===== src/rtl/uart_pkg.sv =====
// Shared UART definitions: FSM encoding, frame defaults
// and the baud select codes used by the clock handler.
package uart_pkg;

  localparam int OVERSAMPLE_DEF = 16;
  localparam int DATA_BITS_DEF  = 8;

  localparam logic [1:0] IDLE  = 2'd0;
  localparam logic [1:0] START = 2'd1;
  localparam logic [1:0] DATA  = 2'd2;
  localparam logic [1:0] STOP  = 2'd3;

  localparam logic [1:0] BAUD_9600   = 2'b00;
  localparam logic [1:0] BAUD_19200  = 2'b01;
  localparam logic [1:0] BAUD_38400  = 2'b10;
  localparam logic [1:0] BAUD_115200 = 2'b11;

endpackage


===== src/rtl/uart_rx_sampler_sync_edge.sv =====
// sync_edge: two-flop synchronizer plus rising-edge pulse.
// Ports: clk, rst (sync, high), d in; q_sync, rise out.
module sync_edge (
  input  logic clk,
  input  logic rst,
  input  logic d,
  output logic q_sync,
  output logic rise
);

  logic s1;
  logic s2;

  // Flops reset high so an idle-high line or a
  // high clock level never looks like an edge.
  always_ff @(posedge clk) begin
    if (rst) begin
      s1 <= 1'b1;
      s2 <= 1'b1;
    end else begin
      s1 <= d;
      s2 <= s1;
    end
  end

  assign q_sync = s2;
  // Edge is taken against the single-registered copy.
  assign rise   = d & ~s1;

endmodule


===== src/rtl/uart_rx_sampler.sv =====
// 8N1 receiver oversampling rx on ticks from clk_16bd.
// In: clk, rst, clk_16bd, baud_ready, rx.
// Out: data, data_valid, frame_err, busy.
module uart_rx_sampler
  import uart_pkg::*;
#(
  parameter int DATA_BITS  = DATA_BITS_DEF,
  parameter int OVERSAMPLE = OVERSAMPLE_DEF
) (
  input  logic                 clk,
  input  logic                 rst,
  input  logic                 clk_16bd,
  input  logic                 baud_ready,
  input  logic                 rx,
  output logic [DATA_BITS-1:0] data,
  output logic                 data_valid,
  output logic                 frame_err,
  output logic                 busy
);

  localparam int MID = OVERSAMPLE / 2 - 1;
  localparam int TW  = $clog2(OVERSAMPLE);
  localparam int BW  = $clog2(DATA_BITS + 1);

  localparam logic [TW-1:0] MID_T  = TW'(MID);
  localparam logic [TW-1:0] LAST_T = TW'(OVERSAMPLE - 1);
  localparam logic [TW-1:0] ONE_T  = TW'(1);
  localparam logic [BW-1:0] LBIT   = BW'(DATA_BITS - 1);

  logic rx_s;
  logic tick;
  logic rx_rise_unused;
  logic clk_sync_unused;

  logic [1:0]           state;
  logic [TW-1:0]        tick_cnt;
  logic [BW-1:0]        bit_cnt;
  logic [DATA_BITS-1:0] shift_reg;

  sync_edge u_rx_sync (
    .clk    (clk),
    .rst    (rst),
    .d      (rx),
    .q_sync (rx_s),
    .rise   (rx_rise_unused)
  );

  sync_edge u_tick (
    .clk    (clk),
    .rst    (rst),
    .d      (clk_16bd),
    .q_sync (clk_sync_unused),
    .rise   (tick)
  );

  assign busy = (state != IDLE);

  always_ff @(posedge clk) begin
    data_valid <= 1'b0;
    frame_err  <= 1'b0;
    if (rst) begin
      state     <= IDLE;
      tick_cnt  <= '0;
      bit_cnt   <= '0;
      shift_reg <= '0;
      data      <= '0;
    end else if (!baud_ready) begin
      state    <= IDLE;
      tick_cnt <= '0;
      bit_cnt  <= '0;
    end else if (tick) begin
      case (state)
        IDLE: begin
          tick_cnt <= '0;
          if (!rx_s) begin
            state    <= START;
            tick_cnt <= ONE_T;
          end
        end
        START: begin
          if (tick_cnt == MID_T) begin
            // High at mid-start is a glitch.
            tick_cnt <= '0;
            bit_cnt  <= '0;
            state    <= rx_s ? IDLE : DATA;
          end else begin
            tick_cnt <= tick_cnt + ONE_T;
          end
        end
        DATA: begin
          // Counting restarted at mid-start, so
          // the wrap point is mid-bit.
          tick_cnt <= tick_cnt + ONE_T;
          if (tick_cnt == LAST_T) begin
            shift_reg <= {rx_s,
                          shift_reg[DATA_BITS-1:1]};
            bit_cnt   <= bit_cnt + BW'(1);
            if (bit_cnt == LBIT) begin
              state    <= STOP;
              tick_cnt <= '0;
            end
          end
        end
        default: begin
          tick_cnt <= tick_cnt + ONE_T;
          if (tick_cnt == LAST_T) begin
            state    <= IDLE;
            tick_cnt <= '0;
            if (rx_s) begin
              data       <= shift_reg;
              data_valid <= 1'b1;
            end else begin
              frame_err  <= 1'b1;
            end
          end
        end
      endcase
    end
  end

endmodule


===== config.mk =====
export PLATFORM = sky130hd
export DESIGN_NAME = uart_rx_sampler
export DESIGN_NICKNAME = d
export VERILOG_FILES = /design/src/rtl/uart_pkg.sv /design/src/rtl/uart_rx_sampler_sync_edge.sv /design/src/rtl/uart_rx_sampler.sv
export SDC_FILE = /design/constraint.sdc
export NUM_CORES = 1
export LEC_CHECK = 0
export CAP_MARGIN = 30
export CORE_MARGIN = 3
export CORE_UTILIZATION = 50
export CTS_BUF_LIST = sky130_fd_sc_hd__clkbuf_4 sky130_fd_sc_hd__clkbuf_8
export CTS_CLUSTER_SIZE = 12
export DETAILED_ROUTE_END_ITERATION = 12
export HOLD_SLACK_MARGIN = 0.03
export PLACE_DENSITY = 0.69
export SLEW_MARGIN = 20
export SYNTH_ARGS = -nofsm -noshare
export SYNTH_HDL_FRONTEND = slang
export SYNTH_HIERARCHICAL = 1
export SYNTH_SLANG_ARGS = --single-unit

===== constraint.sdc =====
create_clock -name clk -period 2.3 [get_ports clk]
set_clock_uncertainty 0.1 [all_clocks]
set_input_delay 0.46 -clock clk [delete_from_list [all_inputs] [get_ports clk]]
set_output_delay 0.46 -clock clk [all_outputs]
set_load 0.05 [all_outputs]

==> summary.md <==
| Metric | Value |
|---|---|
| Status | complete, no violations |
| Total of max-cap violations | 0 |
| Syn Std Cell Area | 1370 sq um |
| Via count | 1019 |
| Vias in the first global route | 945 |
| Max clock buf depth | 2 |
| Post-CTS repair timing setup buffer count | 0 |
| Mapped Nets | 144 |
| Initial DRT Pass Iterations | 4 |
| Remaining antenna violation count | 0 |
| Crit share post-route | 88.8% |
| Setup ws final | 0.258 ns |
| Gp weighted congestion | 0.858 |
| Commonest non-fill, non-tap cell in the layout | dfxtp_1 |
| Clock sinks | 31 |
| Critical path's slowest cell | clkdlybuf4s50_1 |
| VDD IR max | 0.403 mV |
| RSZ-0062 raised after global routing | no |
| Worst path bufs/invs | 1 |
| Slew headroom | 66.2% |
| Final wirelength | 2540 um |
| Setup CP Type | flop to output pin |
| Cts bufs inserted | 5 |
| Top Ports | 16 |
| Rows | 18 |
| Worst-Skew Late Latency | 0.33 ns |
| Initial antenna violation count | 0 |
| First-pass GRT wire length | 4380 um |
| Clock transition at path regs | 0.09 ns |
| Vias per cell | 5.42 |
| Crit path max-delay family | buffers and inverters |
| Layout Nets | 166 |
| CTS tree | built |
| Share of layout cells above drive strength 1 | 12.7% |
| Final core occ | 62.5% |
| Crit path largest cell delay | 0.81 ns |
| Residual DRC count | 0 |
| HPWL Detailed | 1840 um |
| WL/cell | 13.5 um |
| PwrDens | 544 nW/um^2 |
| Clock Tree Root | clkbuf_4 |
| Crit path DAT | 1.48 ns |
| Slew Viols, Final | 0 |
| Setup violators final | 0 |
| Die area | 3410 sq um |
| Area grow syn2layout | 16.0% |
| Gate Count Post-Synth | 137 |
| Worst-margin pin slew | 0.505 ns |
| Port Buffers | 15 |
| Setup TNS | 0 ns |
| CTS H-Tree Depth | 2 |
| ANT cells | 0 |
| Final Hold Viols | 0 |
| Fmax achieved | 490 MHz |
| GR Util All Layers | 17.2% |
| Leak Pwr | 0.544 nW |
| CP required | 1.74 ns |
| Crit path time final | 2.04 ns |
| Post-CTS Hold Buffers | 0 |
| Die Wd | 58.4 um |
| Worst Setup End Kind | output pin |
| Crit path cell chain | clkdlybuf4s50_1 |
| Tot Pwr | 0.000865 W |
| GRT overflow | 0 |
| Crit path launch type | flop |
| Core ar. | 2540 sq um |
| YS warnings | 6 |
| Largest net degree at the start of global routing | 14 |
| PostCTS Resize Cnt | 0 |
| Syn avg cell area | 10.0 sq um |
| Most frequent cells in the layout | dfxtp_1, nor2_1, mux2i_1, clkdlybuf4s50_1 |
| Worst min path class | flop to flop |
| Pre-CTS setup slack | 0.0613 ns |
| Die Ht | 58.4 um |
| Drt initial violations | 26 |
| Starting Density | 53.9% |
| Crit path max fanout | 2 |
-- worst register-to-register path: stages (launching register included) --
cell and delay [ns]:
dfxtp_1 0.38, ha_1 0.32, nand3_4 0.17, nor4_4 0.28
buf_4 0.23, mux2i_1 0.21, nor2_1 0.06
-- metal layers --
| layer | part of all wire [%] | vias to the layer above | GRT usage [%] |
|---|---|---|---|
| met3 | 5.7 | 7 | 5.26 |
| met1 | 46 | 466 | 22.4 |
| met4 | 2.3 | 0 | 7.95 |
| met5 | 0 | - | 0 |
| li1 | - | 519 | - |
| met2 | 46 | 27 | 26.2 |
-- per-stage QoR --
stage	cell area, sq um	std cells	hold WS [ns]
5_1_grt	1590	188	0.343
2_1_floorplan	1370	137	0.285
6_report	1590	188	0.338
3_5_place_dp	1550	182	0.302
4_1_cts	1590	188	0.328
3_3_place_gp	1550	182	0.291
-- layout make-up --
cell class / instances / area [sq um]
Fill cell: 223 / 955
Multi-Input combinational cell: 98 / 677
Sequential cell: 31 / 621
Tap cell: 30 / 37.5
Clock buffer: 6 / 45.0
Inverter: 3 / 25.0
Timing Repair Buffer: 20 / 185
-- report_power, final --
part           leakage (nW)  total (W)  switching (W)  internal, W
combinational         0.266  0.0000346      0.0000175    0.0000170
sequential            0.250   0.000541     0.00000194     0.000539
clock                0.0276   0.000290       0.000170     0.000120
total                 0.544   0.000865       0.000189     0.000676
-- worst paths after layout --
| check | from | endpoint | slack [ns] | cells past startpoint |
|---|---|---|---|---|
| worst max-delay path | data[1]$_SDFFE_PP0P_ | data[1] | 0.26 | 1 |
| worst min-delay path | u_rx_sync/s1$_SDFF_PP1_ | u_rx_sync/q_sync$_SDFF_PP1_ | 0.34 | 1 |
| worst min register to register | u_rx_sync/s1$_SDFF_PP1_ | u_rx_sync/q_sync$_SDFF_PP1_ | 0.34 | 1 |
| worst max register to register | tick_cnt[0]$_SDFFE_PP0P_ | data[4]$_SDFFE_PP0P_ | 0.44 | 6 |
(Power assumes the default switching activity.)
